File: src/rtl/counter_ctrl.sv
// Run/pause/done sequencer for the 4-digit up/down step counter.
// Turns debounced button levels into registered step/clr pulses at a divided rate.
//
// state | meaning
// ------+--------------------------------------------------------------
// IDLE  | stopped; cleared or reset; waits for a run edge
// RUN   | divider counting; step pulses once every TICK_DIV cycles
// PAUSE | divider frozen; a run edge resumes with the same phase
// DONE  | halted at the count limit; a dir edge turns back, a run edge goes idle
module counter_ctrl #(
  parameter int TICK_DIV = 50_000_000
) (
  input  logic       clk,
  input  logic       rst,
  input  logic       btn_run,
  input  logic       btn_dir,
  input  logic       btn_clr,
  input  logic       stop_en,
  input  logic [3:0] n0,
  input  logic [3:0] n1,
  input  logic [3:0] n2,
  input  logic [3:0] n3,
  output logic       step,
  output logic       dir,
  output logic       clr,
  output logic [1:0] state
);

  localparam int DW = (TICK_DIV > 1) ? $clog2(TICK_DIV) : 1;
  localparam logic [DW-1:0] DIV_TC = DW'(TICK_DIV - 1);

  typedef enum logic [1:0] {
    S_IDLE  = 2'b00,
    S_RUN   = 2'b01,
    S_PAUSE = 2'b10,
    S_DONE  = 2'b11
  } state_t;

  state_t          state_q, state_d;
  logic [DW-1:0]   div_q, div_d;
  logic            step_d, clr_d, dir_d;
  logic            prev_run, prev_dir, prev_clr;
  logic            rise_run, rise_dir, rise_clr;
  logic [15:0]     count;
  logic            at_limit;

  assign rise_run = btn_run & ~prev_run;
  assign rise_dir = btn_dir & ~prev_dir;
  assign rise_clr = btn_clr & ~prev_clr;

  assign count    = {n3, n2, n1, n0};
  // The counter value seen here already reflects the previous step.
  assign at_limit = stop_en & (dir ? (count == 16'h0000) : (count == 16'hFFFF));

  always_ff @(posedge clk or posedge rst) begin
    if (rst) begin
      state_q  <= S_IDLE;
      div_q    <= '0;
      step     <= 1'b0;
      clr      <= 1'b0;
      dir      <= 1'b0;
      prev_run <= 1'b0;
      prev_dir <= 1'b0;
      prev_clr <= 1'b0;
    end else begin
      state_q  <= state_d;
      div_q    <= div_d;
      step     <= step_d;
      clr      <= clr_d;
      dir      <= dir_d;
      prev_run <= btn_run;
      prev_dir <= btn_dir;
      prev_clr <= btn_clr;
    end
  end

  always_comb begin
    state_d = state_q;
    div_d   = div_q;
    step_d  = 1'b0;
    clr_d   = 1'b0;
    dir_d   = dir ^ rise_dir;

    if (rise_clr) begin
      clr_d   = 1'b1;
      state_d = S_IDLE;
      div_d   = '0;
    end else begin
      case (state_q)
        S_IDLE: begin
          if (rise_run) begin
            state_d = S_RUN;
            div_d   = '0;
          end
        end
        S_RUN: begin
          if (rise_run) begin
            state_d = S_PAUSE;
          end else if (div_q == DIV_TC) begin
            div_d = '0;
            if (at_limit) state_d = S_DONE;
            else          step_d  = 1'b1;
          end else begin
            div_d = div_q + DW'(1);
          end
        end
        S_PAUSE: begin
          if (rise_run) state_d = S_RUN;
        end
        S_DONE: begin
          // A direction change outranks a run edge so counting can leave the limit.
          if (rise_dir) begin
            state_d = S_RUN;
            div_d   = '0;
          end else if (rise_run) begin
            state_d = S_IDLE;
          end
        end
        default: state_d = S_IDLE;
      endcase
    end
  end

  assign state = state_q;

endmodule
File: config.mk
export PLATFORM = sky130hd
export DESIGN_NAME = counter_ctrl
export DESIGN_NICKNAME = d
export VERILOG_FILES = /design/src/rtl/counter_ctrl.sv
export SDC_FILE = /design/constraint.sdc
export NUM_CORES = 1
export LEC_CHECK = 0
export ABC_AREA = 1
export CORE_MARGIN = 2
export CORE_UTILIZATION = 34
export DETAILED_ROUTE_END_ITERATION = 10
export GPL_ROUTABILITY_DRIVEN = 0
export GPL_TIMING_DRIVEN = 0
export SETUP_SLACK_MARGIN = 0.5
export SYNTH_ARGS = -nofsm -noshare
export SYNTH_HDL_FRONTEND = slang
export SYNTH_SLANG_ARGS = --single-unit
File: constraint.sdc
create_clock -name clk -period 1.9 [get_ports clk]
set_clock_uncertainty 0.1 [all_clocks]
set_input_delay 0.19 -clock clk [delete_from_list [all_inputs] [get_ports clk]]
set_output_delay 0.19 -clock clk [all_outputs]
set_load 0.02 [all_outputs]
Word level (Yosys, flattened, before mapping)
Cells that the tools add are included.
{"block": "word_totals", "reg_bits": 34, "inputBits": 22, "wordCells": 56}
{"block": "classes", "muxes": 21, "bitwise": 8, "n_addsub": 1, "n_eq_ne": 12, "n_reduce_logical": 6}
{"operator": "26-bit 2-to-1 mux", "n": 5}
{"operator": "26-bit case mux with 3 select lines", "n": 1}
{"operator": "26-bit by 1-bit adder with 26-bit output, second input constant", "n": 1}
{"operator": "26-bit == test, second input constant", "n": 1}
{"operator": "16-bit == test, second input constant", "n": 1}
{"operator": "16-bit logical NOT", "n": 1}
{"operator": "2-bit 2-to-1 mux", "n": 7}
{"operator": "4-bit inequality test, second input constant", "n": 3}
{"operator": "3-bit inequality test, second input constant", "n": 3}
{"operator": "4-bit AND reduction", "n": 2}
{"operator": "1-bit 2-to-1 mux", "n": 7}
{"operator": "2-bit case mux with 3 select lines", "n": 1}
{"operator": "1-bit AND", "n": 4}
{"operator": "2-bit == test, second input constant", "n": 2}
{"operator": "4-bit nonzero test", "n": 1}
{"operator": "3-bit by 1-bit inequality test with 1-bit output, second input constant", "n": 1}
{"operator": "1-bit NOT", "n": 3}
{"operator": "2-bit by 1-bit == test with 1-bit output, second input constant", "n": 1}
{"operator": "2-bit logical NOT", "n": 1}
{"operator": "2-bit OR reduction", "n": 1}
{"operator": "1-bit bitwise XOR", "n": 1}

Depth between registers and ports, before layout
Gate-level depths: netlist (run 1).
{"block": "depth", "word_depth": 8, "ltp_mapped": 11, "depth_no_buf": 11}

Least setup slack after synthesis (run 1)
Ideal clock, no wire load.
{"block": "synth_path", "path_type": "reg2reg", "startpoint": "register div_q[0]", "endpoint": "register div_q[2]", "arrival_time_ns": 1.409, "path_stages_with_launch": 12, "setup_time_ns": 0.123, "slack_ns": 0.267, "path_cell_list": "dfrtp_1 -> ha_1 -> nand2_1 -> nor2_4 -> nand2_2 -> nor2_4 -> nand2_4 -> nand2_4 -> nand2_4 -> inv_2 -> buf_6 -> nor3_2"}
{"block": "synth_between", "elab_chain_cells": 5}
{"element": "from (decl)", "line": "40", "text": "logic [DW-1:0] div_q, div_d;"}
{"element": "from (signal assigned)", "line": "67", "text": "div_q <= div_d;"}
{"element": "26-bit by 1-bit adder with 26-bit output / 26-bit == test (equally long branches)", "line": "104, 99"}
{"element": "26-bit 2-to-1 mux *", "line": "99", "text": "end else if (div_q == DIV_TC) begin"}
{"element": "26-bit 2-to-1 mux *", "line": "97", "text": "if (rise_run) begin"}
{"element": "26-bit case mux with 3 select lines *", "line": "89", "text": "case (state_q)"}
{"element": "26-bit 2-to-1 mux *", "line": "84", "text": "if (rise_clr) begin"}
Mark *: on every way between the ends. The rest lies on a longest branch, timed or not. The select of a mux whose other input is x is not followed.
A chain may end at the register's enable or synchronous reset.

Worst setup path in the final report (run 1)
{"block": "layout_path", "startpoint": "register div_q[1]", "endpoint": "register div_q[2]"}
The elaborated chain is that of the path after synthesis.

==> results of run 1 <==
-- state kept, by name, indices dropped and copies added, names as in the netlist --
name,count
prev_run,1
state,2
clr,1
prev_dir,1
step,1
dir,1
prev_clr,1
div_q,26
-- layer usage --
metal / track usage, % / up-vias
met5: 0 / -
met4: 6.01 / 0
met3: 3.46 / 18
met2: 27.9 / 58
met1: 21.9 / 1015
li1: - / 1091
-- Yosys cell counts, drive strengths merged --
cell type	number	area [sq um]
dfrtp	34	851
a21oi	13	68.8
ha	1	12.5
o211ai	1	7.51
xnor2	1	8.76
buf	4	38.8
nand3	23	115
nor3	10	55.1
nand3b	1	7.51
inv	41	154
a31oi	2	12.5
nor2	65	304
o21ai	7	57.6
nand4	10	62.6
a21o	1	7.51
xor2	5	43.8
nand2	81	342
-- cells in the final DEF (no fill, tap or decap), types with 2 or more instances in the layout --
cell type / Yosys / final
nand2_8: 0 / 2
o21ai_4: 2 / 2
xor2_1: 5 / 5
nor2_4: 7 / 13
nand3_4: 0 / 3
nand2_2: 6 / 15
nor3_2: 1 / 5
buf_4: 0 / 23
inv_1: 40 / 35
dfrtp_2: 0 / 3
a21oi_2: 1 / 5
clkbuf_16: 0 / 2
nand3_1: 23 / 13
inv_2: 1 / 2
clkdlybuf4s50_1: 0 / 21
dlygate4sd2_1: 0 / 3
nand2_1: 72 / 59
nand4_1: 10 / 10
nor2_2: 3 / 5
nor3_1: 9 / 3
dfrtp_1: 34 / 31
buf_12: 0 / 2
a21oi_1: 12 / 8
clkbuf_8: 0 / 6
nand3_2: 0 / 7
inv_4: 0 / 2
o21ai_1: 1 / 2
o21ai_2: 0 / 2
buf_6: 3 / 11
buf_8: 0 / 2
nand2_4: 3 / 6
nor3_4: 0 / 2
nor2_1: 55 / 47
-- power breakdown --
| part | switching [mW] | internal [mW] | total, mW |
|---|---|---|---|
| logic | 0.959 | 0.966 | 1.92 |
| clock network | 0.289 | 0.293 | 0.581 |
| registers | 0.0547 | 0.776 | 0.831 |
-- repair_timing --
item	4_1_cts	5_1_grt
resized for setup	38	55
gates cloned	2	3
buffers inserted	23	10
pin swaps	15	14
hold buffers	0	0
setup endpoints to repair	68	31
-- cell type report --
cell class              instances  share of cell area [%]
clock buffers                   7                    2.61
inverters                      41                    5.15
plain buffers                   4                    1.86
clock inverters                 1                   0.151
well taps                      75                    2.84
flip-flops and latches         34                    25.9
multi-input cells             222                    42.3
repair buffers                 63                    19.2
-- kinds of logic (layout without fill, tap and decap cells) --
logic type | count (synthesis) | after routing
buf+inv | 45 | 116
compound gates | 24 | 24
xor+xnor | 6 | 6
flops | 34 | 34
fa+ha+maj | 1 | 1
simple gates | 190 | 191
-- per-stage QoR --
stage | cells | power [mW] | cell area [sq um]
finish | 447 | 3.34 | 3300
global route | 447 | 3.51 | 3300
CTS | 434 | 2.77 | 2960
detailed placement | 401 | 1.77 | 2550
global placement | 401 | 1.77 | 2550
floorplan | 300 | 1.49 | 2200
-- final timing paths --
| path | start | endpoint | slack (ns) |
|---|---|---|---|
| worst max-delay path | div_q[1]$_DFFE_PP0P_ | div_q[2]$_DFFE_PP0P_ | 0.11 |
| worst min-delay path | rst | prev_dir$_DFF_PP0_ | 0.26 |
| worst max register to register | div_q[1]$_DFFE_PP0P_ | div_q[2]$_DFFE_PP0P_ | 0.11 |
| worst min register to register | prev_clr$_DFF_PP0_ | clr$_DFF_PP0_ | 0.39 |
| max in group asynchronous | rst | div_q[5]$_DFFE_PP0P_ | 0.95 |
| min in group clk | btn_dir | prev_dir$_DFF_PP0_ | 0.27 |
-- worst max-delay path: cells and delay by family, from the launching register on --
| family | cells | cell delay [ns] |
|---|---|---|
| adders and majority gates | 1 | 0.20 |
| buffers and inverters | 2 | 0.23 |
| DFF | 1 | 0.38 |
| and+or+nand+nor | 8 | 0.77 |
==> parameters.txt, run 1 <==
Parameter                              Value

Floorplan
  DIE AREA ... 6970 sq um
  Row cnt ... 28
  Horizontal die dimension ... 83.5 microns
  Effective utilization at floorplan ... 35.7%
  Core region area ... 6030 sq um
  Io pins ... 27
  Die height ... 83.5 microns

STA
  Headroom to the max-slew limit ... 50.2%
  Final setup slack of the worst path ... 0.113 ns
  Final worst path period share ... 94.0%
  Number of endpoints failing setup at the final stage ... 0
  Final hold slack ... 0.262 ns
  Slew @ Worst Pin ... 0.746 ns
  Setup repair after global routing missed its margin ... true
  Sum of negative setup slack ... 0 ns
  Maximum clock rate ... 560 MHz
  Final number of hold-violating endpoints ... 0
  Fin crit period ... 1.79 ns
  Number of max-slew violations in the final report ... 0

Run status
  Run status ... finished, final reports clean

GRT
  Global-route wire length before repair ... 9680 microns
  Tot GR Track Use ... 16.9%
  Number of antenna violations at the first check in global routing ... 0
  Largest net degree at the start of global routing ... 35
  Number of global-route vias before repair ... 2136
  Total global routing overflow ... 0

Final layout
  Post-layout nets ... 394
  Sequential Area ... 855 sq um
  Final antenna diode count ... 0
  Filler cells ... 549
  Area used by multi-input combinational logic ... 1400 sq um
  Ratio of cells with drive above 1 in the final layout ... 34.4%
  Layout overhead on the synthesized area ... 53.8%
  Core Util, Final ... 54.8%

Critical path
  Worst Path Class, Setup ... register to register
  WP data required ... 1.98 ns
  Worst Reg-to-Reg Cells ... 11
  Cell at the slowest stage of the critical path ... dfrtp_1
  Endpoint kind of the worst setup timing path ... register
  Data arrival at the endpoint of the critical path ... 1.87 ns
  Maximum net fanout on the critical path ... 5
  Worst path cell trace ... ha_2 > nand2_2 > nor2_4 > nand2_2 > nor2_4 > nand2_4 > nand2_8 > nand2_8 > inv_8 > clkbuf_16 > nor3_2
  Delay of the slowest cell on the worst path ... 0.38 ns
  Type of element launching the critical path ... register

Drt
  Post-Route M1 WL ... 2760 microns
  DRC errors left ... 0
  Detail Route met3 WL ... 267 microns
  Number of optimization iterations in the first detailed-route pass ... 5
  Detailed-route vias per instance ... 4.88
  Detailed-route wire length ... 6190 microns
  Iteration-0 DRC Markers ... 196
  Via count ... 2182
  Routed length per instance ... 13.8 microns
  Uppermost metal layer occupied by signal nets ... met4
  Antenna violation net count after detailed routing ... 0
  Total met2 wirelength after detailed routing ... 2980 microns

Synthesis
  Cell count after synthesis ... 300
  Synthesized net count ... 323
  Flop and latch count out of synthesis ... 34
  Mapped cell area ... 2150 sq um
  Average instance area after synthesis ... 7.16 sq um
  Dominant combinational cell family by area after synthesis ... simple AND/OR/NAND/NOR gates
  Count of cell types in the netlist ... 27
  Sequential share of the synthesized area ... 39.6%
  Adder-Cell Fraction of Synth Area ... 0.582%
  Synth Area in XOR/XNOR ... 2.45%
  Share of synthesized area spent on multiplexers ... 0%
  Compound-gate portion of the synthesized area ... 7.16%
  Post-synthesis share of cell area spent on and, or, nand and nor gates ... 41.2%
  Synth warnings ... 0

Worst hold path
  Hold WC Path Type ... input port to async pin

Placed design
  PortBufs ... 26
  Detail Placement HPWL ... 3530 microns
  Post-place setup slack ... -0.125 ns

Power
  P per Cell Area ... 1010 nW/um^2
  Maximum VDD drop ... 0.000499 V
  Leakage Power ... 1.49 nW

Clock network
  Number of buffers added by the clock tree synthesis step ... 5
  Maximum level of the CTS H-tree ... 2
  Maximum clock path buffer count ... 2
  CTS Root Cell ... clkbuf_8
  Clock-pin slew on the worst setup and hold paths ... 0.08 ns
  Number of sinks on the clock net ... 34
  Insertion delay to the later sink of the worst-skew pair ... 0.30 ns
  CTS tree ... built

Job
  Number of maximum-capacitance violations ... 0
(Power assumes the default switching activity.)
==> run 2: changes to the inputs <==
Settings changed: DONT_BUFFER_PORTS from default to 1, PLACE_DENSITY from default to 0.6.
==> run 2 against run 1 <==
  * First-iteration DRC count shrank 24%
  * Setup slack better by 0.017 ns
  * Worst hold slack worse by 0.25 ns
  * Core utilization decreased by 8.3 points
  * Clock-buffer cell count rose by 1
  * Largest cell class unchanged
  * Combinational power shrank 34%
  * Critical path depth is the same
  * Via count fell by 8.0%
==> parameters.txt, run 2 (synthesis gave the netlist of run 1 again) <==
Parameter                              Value

Floorplan
  Die height ... 83.5 microns
  Effective utilization at floorplan ... 35.7%
  Horizontal die dimension ... 83.5 microns
  Row cnt ... 28
  DIE AREA ... 6970 sq um
  Core region area ... 6030 sq um
  Io pins ... 27

Clock network
  CTS tree ... built
  Maximum level of the CTS H-tree ... 2
  Number of sinks on the clock net ... 34
  Number of buffers added by the clock tree synthesis step ... 5
  CTS Root Cell ... clkbuf_8
  Insertion delay to the later sink of the worst-skew pair ... 0.29 ns
  Clock-pin slew on the worst setup and hold paths ... 0.07 ns
  Maximum clock path buffer count ... 2

Critical path
  Endpoint kind of the worst setup timing path ... register
  Cell at the slowest stage of the critical path ... dfrtp_1
  Type of element launching the critical path ... register
  Delay of the slowest cell on the worst path ... 0.38 ns
  Data arrival at the endpoint of the critical path ... 1.85 ns
  WP data required ... 1.98 ns
  Maximum net fanout on the critical path ... 5
  Worst path cell trace ... ha_2 > nand2_2 > nor2_4 > nand2_2 > nor2_4 > nand2_4 > nand2_8 > nand2_8 > inv_8 > clkbuf_16 > nor2_1
  Worst Path Class, Setup ... register to register

Job
  Number of maximum-capacitance violations ... 0

Final layout
  Max FFs per register ... 26
  Ratio of cells with drive above 1 in the final layout ... 27.5%
  Post-layout nets ... 356
  Most used cells in the layout excluding fill and tap cells ... nand2_1, nor2_1, inv_1, dfrtp_1
  Final antenna diode count ... 0
  Register with the most flip-flops ... div_q
  Commonest non-fill, non-tap cell in the layout ... nand2_1
  Layout overhead on the synthesized area ... 30.6%

Power
  Post-layout total power ... 2.78 mW
  Leakage Power ... 1.28 nW
  P per Cell Area ... 989 nW/um^2
  Maximum VDD drop ... 0.000403 V

Drt
  Antenna violation net count after detailed routing ... 0
  Via count ... 2008
  Iteration-0 DRC Markers ... 148
  Detailed-route wire length ... 5260 microns
  Number of optimization iterations in the first detailed-route pass ... 4
  Routed length per instance ... 12.8 microns
  Detailed-route vias per instance ... 4.91
  DRC errors left ... 0

STA
  Number of max-slew violations in the final report ... 0
  Setup repair after global routing missed its margin ... true
  Final number of hold-violating endpoints ... 0
  Maximum clock rate ... 565 MHz
  Sum of negative setup slack ... 0 ns
  Slew @ Worst Pin ... 0.749 ns
  Number of endpoints failing setup at the final stage ... 0
  Final worst path period share ... 93.1%
  Headroom to the max-slew limit ... 50.0%
  Fin crit period ... 1.77 ns

Placed design
  PortBufs ... 0
  Detail Placement HPWL ... 3390 microns

Run status
  Run status ... finished, final reports clean

GRT
  Global-route wire length before repair ... 8600 microns
  Total global routing overflow ... 0
  Tot GR Track Use ... 15.0%
  Number of antenna violations at the first check in global routing ... 0
  Number of global-route vias before repair ... 1897
  Largest net degree at the start of global routing ... 35

Worst hold path
  Hold WC Path Type ... input port to register
## run 2: changes by cell type in the layout (fill, tap and decap cells not counted), moves of 3 or more
cell and delta:
nand2_1 +8, dlygate4sd2_1 -3, nand3_1 +4, buf_6 -8, clkdlybuf4s50_1 -21, nand2_2 -6
dlygate4sd3_1 +4, buf_4 -6
## run 2: worst max-delay path, delay by kind of cell (launching register included)
family / cells / cell delay, ns
AND/OR/NAND/NOR: 8 / 0.79
buffers and inverters: 2 / 0.20
adder cells (fa/ha/maj): 1 / 0.19
flip-flops: 1 / 0.38
## run 2: path summary, 6_finish.rpt
kind | from | end | slack, ns | depth (start not counted)
max | div_q[1]$_DFFE_PP0P_ | div_q[9]$_DFFE_PP0P_ | 0.13 | 11
min | btn_dir | dir$_DFF_PP0_ | 0.009 | 2
max reg2reg | div_q[1]$_DFFE_PP0P_ | div_q[9]$_DFFE_PP0P_ | 0.13 | 11
min reg2reg | prev_clr$_DFF_PP0_ | clr$_DFF_PP0_ | 0.39 | 1
max in group asynchronous | rst | state[1]$_DFFE_PP0P_ | 0.79 | 2
min in group asynchronous | rst | dir$_DFF_PP0_ | 0.39 | 2
## run 2: final cells by class
cell class,count,area [sq um]
buffer,4,48.8
clock buffer,8,110
inverter,41,161
sequential,34,855
multi-input combinational,222,1290
tap,75,93.8
timing repair buffer,25,248
fill,600,3220
## run 2: layer usage
| metal | global-route usage, % | routed length (microns) | vias up |
|---|---|---|---|
| met4 | 4.99 | 51 | 0 |
| met3 | 2.97 | 224 | 4 |
| li1 | - | - | 1020 |
| met1 | 19.6 | 2460 | 949 |
| met2 | 24.8 | 2520 | 35 |
| met5 | 0 | 0 | - |
## run 2: metrics by stage
step / cell area, sq um / hold WS [ns] / util, % / worst slack (ns) / std cells
5_1_grt: 2810 / 0.0239 / 46.6 / 0.0415 / 409
4_1_cts: 2600 / 0.0146 / 43.1 / 0.183 / 398
3_3_place_gp: 2290 / 0.122 / 38.0 / 0.0728 / 375
2_1_floorplan: 2200 / 0.121 / - / 0.291 / 300
3_5_place_dp: 2290 / 0.122 / 38.0 / 0.0640 / 375
6_report: 2810 / 0.00891 / 46.6 / 0.131 / 409
## run 2: what timing repair did
item	CTS	global route
buffers inserted	12	8
hold buffers	3	1
pin swaps	9	16
hold endpoints to repair	4	34
gates resized for setup	17	24
endpoints found under the setup margin	29	29
cloned	0	2
## run 2: report_power, final
part	leakage (nW)	internal, mW	switching (mW)
Sequential	0.457	0.776	0.0983
Combinational	0.766	0.571	0.693
Clock	0.0575	0.366	0.270
==> run 3: changes to the inputs <==
Settings changed: CORE_MARGIN 2 to 10, SLEW_MARGIN from default to 20.
==> run 3 against run 2 <==
  * Core utilization shrank 0.12 points
  * Sequential cell count is the same
  * Cell count shrank 1.2%
  * Via count shrank 1.2%
  * Global-route usage shrank 3.9 points
  * Highest routed layer unchanged
==> parameters.txt, run 3 (synthesis gave the netlist of run 1 again) <==
Parameter                              Value

Floorplan
  Core region area ... 6030 sq um
  Horizontal die dimension ... 99.5 microns
  Effective utilization at floorplan ... 35.7%
  Io pins ... 27
  Die height ... 99.5 microns
  DIE AREA ... 9900 sq um
  Row cnt ... 28

STA
  Final number of hold-violating endpoints ... 0
  Final worst path period share ... 92.7%
  Number of max-slew violations in the final report ... 0
  Headroom to the max-slew limit ... 51.2%
  Sum of negative setup slack ... 0 ns
  Setup repair after global routing missed its margin ... true
  Fin crit period ... 1.76 ns
  Maximum clock rate ... 568 MHz
  Slew @ Worst Pin ... 0.731 ns
  Number of endpoints failing setup at the final stage ... 0

Critical path
  Cell at the slowest stage of the critical path ... dfrtp_2
  Worst Path Class, Setup ... register to register
  Worst path cell trace ... inv_2 > nand3_1 > nand2_1 > inv_1 > o21ai_4 > buf_4 > nand2_8 > inv_8 > clkbuf_16 > nor3_2
  Type of element launching the critical path ... register
  WP data required ... 1.97 ns
  Worst reg2reg startpoint ... state[1]$_DFFE_PP0P_
  Worst reg2reg setup slack ... 0.14 ns
  Maximum net fanout on the critical path ... 5
  R2R Path End ... div_q[2]$_DFFE_PP0P_
  Delay of the slowest cell on the worst path ... 0.48 ns
  Worst Reg-to-Reg Cells ... 10
  Data arrival at the endpoint of the critical path ... 1.83 ns
  Endpoint kind of the worst setup timing path ... register

Placed design
  Detail Placement HPWL ... 3570 microns
  PortBufs ... 0

Drt
  Detail Route met3 WL ... 262 microns
  Routed length per instance ... 13.2 microns
  Iteration-0 DRC Markers ... 67
  Detailed-route wire length ... 5320 microns
  Detailed-route vias per instance ... 4.91
  Antenna violation net count after detailed routing ... 0
  Number of optimization iterations in the first detailed-route pass ... 4
  Total met2 wirelength after detailed routing ... 2490 microns
  Post-Route M1 WL ... 2460 microns
  Via count ... 1984
  Uppermost metal layer occupied by signal nets ... met4
  DRC errors left ... 0

Run status
  Run status ... finished, final reports clean

Power
  Switching share of power ... 40.0%
  Leakage Power ... 1.24 nW
  Cell Int Power ... 1.66 mW
  Sequential group share of total power ... 31.7%
  P per Cell Area ... 988 nW/um^2
  Maximum VDD drop ... 0.000461 V
  Switching component of the power ... 1.10 mW
  Post-layout total power ... 2.76 mW
  Portion of total power attributed to the clock network ... 23.0%
  Proportion of power drawn by combinational gates ... 45.2%

GRT
  Number of antenna violations at the first check in global routing ... 0
  Number of global-route vias before repair ... 1949
  Total global routing overflow ... 0
  Global-route wire length before repair ... 9200 microns
  Largest net degree at the start of global routing ... 35
  Tot GR Track Use ... 11.1%

Clock network
  Number of buffers added by the clock tree synthesis step ... 5
  Number of sinks on the clock net ... 34
  CTS Root Cell ... clkbuf_8
  Insertion delay to the later sink of the worst-skew pair ... 0.29 ns
  CTS tree ... built
  Clock-pin slew on the worst setup and hold paths ... 0.07 ns
  Maximum level of the CTS H-tree ... 2
  Maximum clock path buffer count ... 2

Final layout
  Max FFs per register ... 26
  Commonest non-fill, non-tap cell in the layout ... nand2_1
  Most used cells in the layout excluding fill and tap cells ... nand2_1, nor2_1, inv_1, dfrtp_1, nand3_1
  Final antenna diode count ... 0
  Ratio of cells with drive above 1 in the final layout ... 28.0%
  Layout overhead on the synthesized area ... 30.2%
  Post-layout nets ... 351
  Register with the most flip-flops ... div_q

Job
  Number of maximum-capacitance violations ... 0

Worst hold path
  Instance count along the most critical hold path ... 2
  Hold WC Path Type ... input port to register
  Min-Delay Startpoint ... btn_dir
  Hold path endpoint ... dir$_DFF_PP0_
-- run 3: cell types whose count changed in the layout (fill, tap and decap cells not counted), sizes merged --
cell | before | now
buf | 24 | 18
nor2 | 65 | 66
-- run 3: layout make-up --
cell class              instances  area (sq um)
fillers                       582          3230
well taps                      75          93.8
plain buffers                   4          53.8
multi-input cells             223          1330
inverters                      41           161
flip-flops and latches         34           855
clock buffers                   8           110
repair buffers                 19           190
-- run 3: worst max-delay path: cells and delay by family, from the launching register on --
family,cells,cell delay (ns)
buffers and inverters,5,0.62
DFF,1,0.48
and+or+nand+nor,4,0.25
AOI/OAI and AO/OA,1,0.20
-- run 3: what timing repair did --
item | CTS | global route
setup endpoints to repair | 29 | 29
hold buffers | 4 | 0
hold endpoints to repair | 38 | 0
cloned | 1 | 2
gates resized for setup | 14 | 38
setup buffers | 9 | 5
pin swaps | 4 | 21
-- run 3: worst max path at each step --
| stage | startpoint | endpoint | cells past startpoint |
|---|---|---|---|
| 6_report | state[1]$_DFFE_PP0P_ | div_q[2]$_DFFE_PP0P_ | 10 |
| 3_3_place_gp | div_q[18]$_DFFE_PP0P_ | div_q[3]$_DFFE_PP0P_ | 11 |
| 2_1_floorplan | div_q[0]$_DFFE_PP0P_ | div_q[24]$_DFFE_PP0P_ | 11 |
| 5_1_grt | div_q[1]$_DFFE_PP0P_ | div_q[18]$_DFFE_PP0P_ | 9 |
| 4_1_cts | state[0]$_DFFE_PP0P_ | div_q[7]$_DFFE_PP0P_ | 9 |
| 3_5_place_dp | div_q[0]$_DFFE_PP0P_ | div_q[3]$_DFFE_PP0P_ | 11 |
-- run 3: metal layers --
metal	vias to the layer above	GRT usage [%]
met5	-	0
met4	0	4.30
met3	12	3.53
met2	35	18.0
met1	930	13.3
li1	1007	-
-- run 3: power by group through the flow --
stage | Clock [mW] | Combinational (mW) | Sequential, mW
floorplan | 0 | 0.611 | 0.876
global placement | 0 | 0.762 | 0.894
detailed placement | 0 | 0.766 | 0.893
CTS | 0.657 | 0.917 | 0.873
global route | 0.699 | 1.35 | 0.887
finish | 0.636 | 1.25 | 0.877
-- run 3: metrics by stage --
stage	hold slack (ns)	util [%]	area [sq um]	instances	setup WS, ns
after floorplan	0.121	-	2200	300	0.291
after global placement	0.122	38.0	2290	375	0.0807
after detailed placement	0.122	38.0	2290	375	0.0655
after CTS	0.0145	42.6	2570	397	0.189
after global routing	0.0356	46.4	2800	404	0.0275
final	0.0210	46.4	2800	404	0.138
